### config.mk
export PLATFORM = sky130hd
export DESIGN_NAME = uart_tx
export DESIGN_NICKNAME = d
export VERILOG_FILES = /design/src/rtl/uart_pkg.sv /design/src/rtl/uart_tx_parity.sv /design/src/rtl/uart_tx.sv
export SDC_FILE = /design/constraint.sdc
export NUM_CORES = 1
export LEC_CHECK = 0
export CORE_MARGIN = 2
export CORE_UTILIZATION = 54
export DETAILED_ROUTE_END_ITERATION = 10
export PLACE_DENSITY = 0.74
export RECOVER_POWER = 100
export SLEW_MARGIN = 0
export SYNTH_ARGS = -nofsm -noshare
export SYNTH_HDL_FRONTEND = slang
export SYNTH_SLANG_ARGS = --single-unit
### constraint.sdc
create_clock -name clk -period 2.7 [get_ports clk]
set_input_delay 0.54 -clock clk [delete_from_list [all_inputs] [get_ports clk]]
set_output_delay 0.54 -clock clk [all_outputs]
set_load 0.01 [all_outputs]
### src/rtl/uart_pkg.sv
`default_nettype none
// ============================================================================
// Module      : uart_pkg
// Description : Shared UART types and line-level constants (TX and RX).
// Revision    : 1.0 - initial release
// ============================================================================
package uart_pkg;

    typedef enum logic [2:0] {
        IDLE   = 3'd0,
        START  = 3'd1,
        DATA   = 3'd2,
        PARITY = 3'd3,
        STOP   = 3'd4
    } tx_state_e;

    localparam logic START_BIT = 1'b0;
    localparam logic STOP_BIT  = 1'b1;
    localparam logic PAR_EVEN  = 1'b0;
    localparam logic PAR_ODD   = 1'b1;

endpackage
`default_nettype wire

### src/rtl/uart_tx_parity.sv
`default_nettype none
// ============================================================================
// Module      : uart_tx_parity
// Description : Combinational parity bit over the latched transmit byte.
// Revision    : 1.0 - initial release
// ============================================================================
module uart_tx_parity
    import uart_pkg::*;
#(
    parameter int DATA_WIDTH = 8
) (
    input  logic [DATA_WIDTH-1:0] i_data,
    input  logic                  i_par_typ,
    output logic                  o_parity
);

    logic w_xor;

    assign w_xor    = ^i_data;
    assign o_parity = (i_par_typ == PAR_ODD) ? ~w_xor : w_xor;

endmodule
`default_nettype wire

### src/rtl/uart_tx.sv
`default_nettype none
// ============================================================================
// Module      : uart_tx
// Description : UART serialiser: start, LSB-first data, optional parity, stop.
// Revision    : 1.0 - initial release
// ============================================================================
module uart_tx
    import uart_pkg::*;
#(
    parameter int DATA_WIDTH     = 8,
    parameter int PRESCALE_WIDTH = 6
) (
    input  logic                      clk,
    input  logic                      rst,
    input  logic [DATA_WIDTH-1:0]     P_DATA,
    input  logic                      DATA_VALID,
    input  logic                      PAR_EN,
    input  logic                      PAR_TYP,
    input  logic [PRESCALE_WIDTH-1:0] Prescale,
    output logic                      TX_OUT,
    output logic                      Busy
);

    localparam int c_BIT_IDX_W = (DATA_WIDTH > 1) ? $clog2(DATA_WIDTH) : 1;
    localparam logic [c_BIT_IDX_W-1:0] c_LAST_BIT = c_BIT_IDX_W'(DATA_WIDTH - 1);

    tx_state_e                 r_state, w_state_next;
    logic [PRESCALE_WIDTH-1:0] r_cnt, w_cnt_next;
    logic [PRESCALE_WIDTH-1:0] r_prescale, w_prescale_next;
    logic [c_BIT_IDX_W-1:0]    r_bit_idx, w_bit_idx_next, w_bit_idx_inc;
    logic [DATA_WIDTH-1:0]     r_data, w_data_next;
    logic                      r_par_en, w_par_en_next;
    logic                      r_par_typ, w_par_typ_next;
    logic                      r_tx_out, w_tx_out_next;
    logic                      r_busy, w_busy_next;
    logic                      w_bit_done;
    logic                      w_parity;

    uart_tx_parity #(
        .DATA_WIDTH (DATA_WIDTH)
    ) u_parity (
        .i_data    (r_data),
        .i_par_typ (r_par_typ),
        .o_parity  (w_parity)
    );

    assign w_bit_done    = (r_cnt == (r_prescale - PRESCALE_WIDTH'(1)));
    assign w_bit_idx_inc = r_bit_idx + c_BIT_IDX_W'(1);

    // Outputs are registered, so each transition loads the level of the state being entered.
    always_comb begin
        w_state_next    = r_state;
        w_cnt_next      = w_bit_done ? '0 : r_cnt + PRESCALE_WIDTH'(1);
        w_prescale_next = r_prescale;
        w_bit_idx_next  = r_bit_idx;
        w_data_next     = r_data;
        w_par_en_next   = r_par_en;
        w_par_typ_next  = r_par_typ;
        w_tx_out_next   = r_tx_out;
        w_busy_next     = r_busy;

        case (r_state)
            IDLE: begin
                w_cnt_next    = '0;
                w_tx_out_next = STOP_BIT;
                w_busy_next   = 1'b0;
                if (DATA_VALID) begin
                    w_data_next     = P_DATA;
                    w_par_en_next   = PAR_EN;
                    w_par_typ_next  = PAR_TYP;
                    w_prescale_next = (Prescale == '0) ? PRESCALE_WIDTH'(1) : Prescale;
                    w_bit_idx_next  = '0;
                    w_state_next    = START;
                    w_tx_out_next   = START_BIT;
                    w_busy_next     = 1'b1;
                end
            end
            START: begin
                if (w_bit_done) begin
                    w_state_next  = DATA;
                    w_tx_out_next = r_data[0];
                end
            end
            DATA: begin
                if (w_bit_done) begin
                    if (r_bit_idx == c_LAST_BIT) begin
                        w_state_next  = r_par_en ? PARITY : STOP;
                        w_tx_out_next = r_par_en ? w_parity : STOP_BIT;
                    end else begin
                        w_bit_idx_next = w_bit_idx_inc;
                        w_tx_out_next  = r_data[w_bit_idx_inc];
                    end
                end
            end
            PARITY: begin
                if (w_bit_done) begin
                    w_state_next  = STOP;
                    w_tx_out_next = STOP_BIT;
                end
            end
            STOP: begin
                if (w_bit_done) begin
                    w_state_next  = IDLE;
                    w_tx_out_next = STOP_BIT;
                    w_busy_next   = 1'b0;
                end
            end
            default: begin
                w_state_next  = IDLE;
                w_cnt_next    = '0;
                w_tx_out_next = STOP_BIT;
                w_busy_next   = 1'b0;
            end
        endcase
    end

    always_ff @(posedge clk or negedge rst) begin
        if (!rst) begin
            r_state    <= IDLE;
            r_cnt      <= '0;
            r_prescale <= PRESCALE_WIDTH'(1);
            r_bit_idx  <= '0;
            r_data     <= '0;
            r_par_en   <= 1'b0;
            r_par_typ  <= 1'b0;
            r_tx_out   <= STOP_BIT;
            r_busy     <= 1'b0;
        end else begin
            r_state    <= w_state_next;
            r_cnt      <= w_cnt_next;
            r_prescale <= w_prescale_next;
            r_bit_idx  <= w_bit_idx_next;
            r_data     <= w_data_next;
            r_par_en   <= w_par_en_next;
            r_par_typ  <= w_par_typ_next;
            r_tx_out   <= w_tx_out_next;
            r_busy     <= w_busy_next;
        end
    end

    assign TX_OUT = r_tx_out;
    assign Busy   = r_busy;

endmodule
`default_nettype wire

==> results.rst <==
.. list-table::
   :header-rows: 1

   * - Metric
     - Value
   * - Met3 demand-to-capacity share in global routing
     - 0.09011
   * - Count of different cell masters after synthesis
     - 37
   * - Most common flop cell mapped by yosys
     - sky130_fd_sc_hd__dfrtp_1
   * - DRC viols
     - 0
   * - Cells after synthesis
     - 146
   * - Number of antenna violations at the first check in global routing
     - 0
   * - Critical path cell sequence
     - inv_1 > ha_1 > nor2b_1 > or3_1 > a31o_2 > or2_0 > nor3_4 > a22o_2
   * - Vertical extent of the die
     - 58.78 um
   * - Most heavily used metal layer in global routing
     - met2
   * - R2R Setup Slk
     - 0.27 ns
   * - Core area
     - 2805 um^2
   * - Net Sw Power
     - 0.0001637 W
   * - Global-route wire length before repair
     - 5181 um
   * - Overall track demand over capacity in global routing
     - 0.2089
   * - Filler cell count
     - 207
   * - Number of buffers inserted to repair setup after CTS
     - 0
   * - Top-count cell post-synth
     - sky130_fd_sc_hd__dfrtp_1
   * - Number of buffers between clock root and the deepest sink
     - 2
   * - Overall power after layout
     - 0.0007641 W
   * - Portion of total power attributed to sequential cells
     - 0.588
   * - Worst Tran Pin Value
     - 1.561 ns
   * - Maximum clock frequency
     - 412.2 MHz
   * - Average vias per placed instance
     - 5.576
   * - Type of the setup path with the least slack
     - register to register
   * - Number of flops mapped to enable cells by yosys
     - 0
   * - Worst R2R End
     - r_bit_idx[1]
   * - Relative contribution of the clock network to total power
     - 0.365
   * - Ant diodes
     - 0
   * - Standard cell with the maximum stage delay on the critical path
     - sky130_fd_sc_hd__dfstp_1
   * - Starting DRC count in detailed routing
     - 44
   * - Share of power burned in combinational logic
     - 0.047
   * - Vias in the first global route
     - 1,182
   * - Pins over their slew limit
     - 31
   * - Highest cell delay on the worst timing path
     - 0.58 ns
   * - Leading area contributor after synthesis
     - sky130_fd_sc_hd__dfrtp_1
   * - Post-route cell area
     - 1907 um^2
   * - Half-perimeter wire length after placement
     - 2200 um
   * - Worst setup SP type
     - register
   * - Share of the yosys chip area belonging to registers
     - 0.4649
   * - Worst hold margin
     - 0.5319 ns
   * - Placement Cell Area
     - between 1500 and 2000 um^2
   * - Final setup TNS
     - 0 ns
   * - Count of buffers inserted at the top-level ports
     - 20
   * - Skew-Pair Late Insertion Delay
     - 0.34 ns
   * - Post-synth ARST share
     - 1.000
   * - Worst-case hold path end point
     - r_bit_idx[2]
   * - Number of hold violations in the final report
     - 0
   * - Average footprint of a synthesized cell
     - 11.10 um^2
   * - FP Rows
     - 19
   * - Number of warnings printed during yosys synthesis
     - 0
   * - Drt total wl
     - 2972 um
   * - Most frequent cells after synthesis
     - 28 x sky130_fd_sc_hd__dfrtp_1, 15 x sky130_fd_sc_hd__nor2_1, 15 x sky130_fd_sc_hd__xnor2_1
   * - Critical path peak fanout
     - 4
   * - Clock Pin Slew Worst Setup and Hold Paths
     - approximately 0.09 ns
   * - Share of layout cells above drive strength 1
     - 0.1802
   * - Unrepaired setup endpoints after global routing
     - no
   * - Total clock sinks
     - 30
   * - Worst Setup End Kind
     - register
   * - Pwr/cell area
     - 400.7 nW/um^2
   * - Residual overflow from global routing
     - 0
   * - Pin count of the biggest net entering global routing
     - 31
   * - Worst Path Required
     - between 2 and 3 ns
   * - CTS H-tree lvls
     - 2
   * - Failing checks
     - capacitance limit, slew limit
   * - Number of nets still failing antenna checks after routing
     - 0
   * - Nets@finish
     - 194
   * - Number of register bits inferred by synthesis
     - 30
   * - Run status
     - finished with violations
   * - Max VDD drop
     - 322.2 uV
   * - HP Class
     - register to register
   * - Post-route clock skew
     - 0.01356 ns
   * - Proportion of total power due to net switching
     - 0.2142
   * - Total standard cell area after synthesis
     - 1620 um^2
   * - Arr. time, crit path
     - 2.71 ns
   * - Final critical-path share of the clock period
     - 0.8985
   * - Overall die width
     - just under 60 um
   * - Final critical delay including setup and external delays
     - ~2.4 ns
   * - Number of gates given a new drive strength after cts
     - 0
   * - Source of the worst register-to-register timing path
     - r_prescale[0]
   * - Leak
     - 0.8497 nW
   * - Total of endpoints with negative setup slack in the final report
     - 0
   * - Met1 global-route usage
     - 0.2424
   * - Depth of the most critical reg-to-reg path
     - 8
   * - Main area contributors after synthesis
     - sky130_fd_sc_hd__dfrtp_1 43%, sky130_fd_sc_hd__mux2_2 9.7%, sky130_fd_sc_hd__xnor2_1 8.1%
   * - Global routing met2 resource utilization
     - 0.3381
   * - Clock buffer count from CTS
     - 5
   * - I/O pin count
     - 21
   * - CTS root buf
     - sky130_fd_sc_hd__clkbuf_4
   * - Startpoint of the most critical hold path
     - r_bit_idx[2]
   * - Synth Net Count
     - 169
   * - Routability congestion estimate
     - 0.8042
   * - Worst slew margin relative to its limit
     - -0.04052
   * - Synth-to-layout area growth
     - 17.68%
   * - Bufs and invs on worst path
     - 1
   * - TritonCTS clock tree
     - done
   * - Drt pass-1 iters
     - 4
   * - Die area
     - roughly 3500 um^2
   * - Share of the synthesized area in the top cell type
     - 0.4324
   * - CP delay by family, top
     - simple AND/OR/NAND/NOR gates
   * - Post-CTS Hold Buffers
     - 0
   * - Overall via count from detail_route
     - 1,132
   * - Routed WL per cell
     - 14.64 um
   * - Cell Int Power
     - 0.0006004 W
   * - Max Cap Violations
     - 1
   * - Cell count of the worst hold path
     - 1
   * - Initial standard-cell utilization of the core
     - 0.5776
[power groups by stage]
stage          Clock (W)  Sequential [W]  Combinational [W]
3_5_place_dp           0        0.000458          0.0000382
5_1_grt         0.000303        0.000449          0.0000399
6_report        0.000279        0.000449          0.0000361
3_3_place_gp           0        0.000458          0.0000378
4_1_cts         0.000289        0.000449          0.0000383
2_1_floorplan          0        0.000458         0.00000161
[worst register-to-register path: stages (launching register included)]
cell                      delay [ns]
sky130_fd_sc_hd__dfstp_1        0.58
sky130_fd_sc_hd__inv_1          0.07
sky130_fd_sc_hd__ha_1           0.23
sky130_fd_sc_hd__nor2b_1        0.14
sky130_fd_sc_hd__or3_1          0.34
sky130_fd_sc_hd__a31o_2         0.28
sky130_fd_sc_hd__or2_0          0.34
sky130_fd_sc_hd__nor3_4         0.23
sky130_fd_sc_hd__a22o_2         0.17
[final cells by class]
| cell class | count | area (um^2) | area share |
|---|---|---|---|
| multi-input combinational | 106 | 825.8 | 0.4331 |
| timing repair buffer | 22 | 207.7 | 0.1089 |
| tap | 31 | 38.79 | 0.02034 |
| clock buffer | 8 | 58.81 | 0.03084 |
| sequential | 30 | 753.2 | 0.3950 |
| inverter | 6 | 22.52 | 0.01181 |
[sequential cells by signal, summed over array words and instances (netlist names)]
register	count
r_par_en	1
r_par_typ	1
r_bit_idx	3
r_prescale	6
r_state	3
r_data	8
Busy	1
TX_OUT	1
r_cnt	6
[worst max-delay path by stage]
stage	from	end	cells after the start
after floorplan	r_prescale[0]	r_state[2]	7
after global placement	r_prescale[0]	r_state[2]	7
after detailed placement	r_prescale[0]	r_state[2]	7
after CTS	r_prescale[0]	r_state[2]	7
after global routing	r_prescale[0]	r_bit_idx[1]	8
final	r_prescale[0]	r_bit_idx[1]	8
[kinds of logic after synthesis]
kind of cell             after synthesis  synth area share
flip-flops                            30            0.4649
XOR/XNOR                              19            0.1027
buffers and inverters                 10           0.02393
AO/OA/AOI/OAI                         23           0.09653
multiplexers                          18            0.1374
adder cells (fa/ha/maj)                4           0.03089
AND/OR/NAND/NOR                       42            0.1436
[layout by cell type, fill, tap and decap left out, types with 2 or more instances in the layout]
| master | n |
|---|---|
| sky130_fd_sc_hd__mux4_2 | 2 |
| sky130_fd_sc_hd__xor2_1 | 4 |
| sky130_fd_sc_hd__inv_1 | 6 |
| sky130_fd_sc_hd__nand2_1 | 4 |
| sky130_fd_sc_hd__or3_1 | 2 |
| sky130_fd_sc_hd__mux2_2 | 14 |
| sky130_fd_sc_hd__mux2i_1 | 2 |
| sky130_fd_sc_hd__dfrtp_1 | 28 |
| sky130_fd_sc_hd__clkbuf_1 | 4 |
| sky130_fd_sc_hd__ha_1 | 4 |
| sky130_fd_sc_hd__nor2_1 | 15 |
| sky130_fd_sc_hd__o21ai_0 | 8 |
| sky130_fd_sc_hd__clkbuf_4 | 5 |
| sky130_fd_sc_hd__nor2b_1 | 3 |
| sky130_fd_sc_hd__nand3_1 | 4 |
| sky130_fd_sc_hd__a21oi_1 | 5 |
| sky130_fd_sc_hd__nor3_1 | 4 |
| sky130_fd_sc_hd__dlygate4sd3_1 | 4 |
| sky130_fd_sc_hd__a22o_2 | 2 |
| sky130_fd_sc_hd__a31oi_1 | 2 |
| sky130_fd_sc_hd__clkdlybuf4s50_1 | 16 |
| sky130_fd_sc_hd__xnor2_1 | 15 |
[metrics by stage]
| stage | worst slack, ns | util | cells |
|---|---|---|---|
| after floorplan | 0.4938 | - | 146 |
| after global placement | 0.4347 | 0.6624 | 195 |
| after detailed placement | 0.3710 | 0.6624 | 195 |
| after CTS | 0.3718 | 0.6833 | 203 |
| after global routing | 0.1220 | 0.6798 | 203 |
| final | 0.2739 | 0.6798 | 203 |
[routing by layer]
metal | vias to the layer above | wire length, um | part of all wire
met5 | - | 0 | 0
met4 | 0 | 53 | 0.018
met3 | 4 | 173 | 0.058
met2 | 27 | 1433 | 0.48
met1 | 536 | 1311 | 0.44
li1 | 565 | - | -
Note: power is estimated with default switching activity, not from simulation.
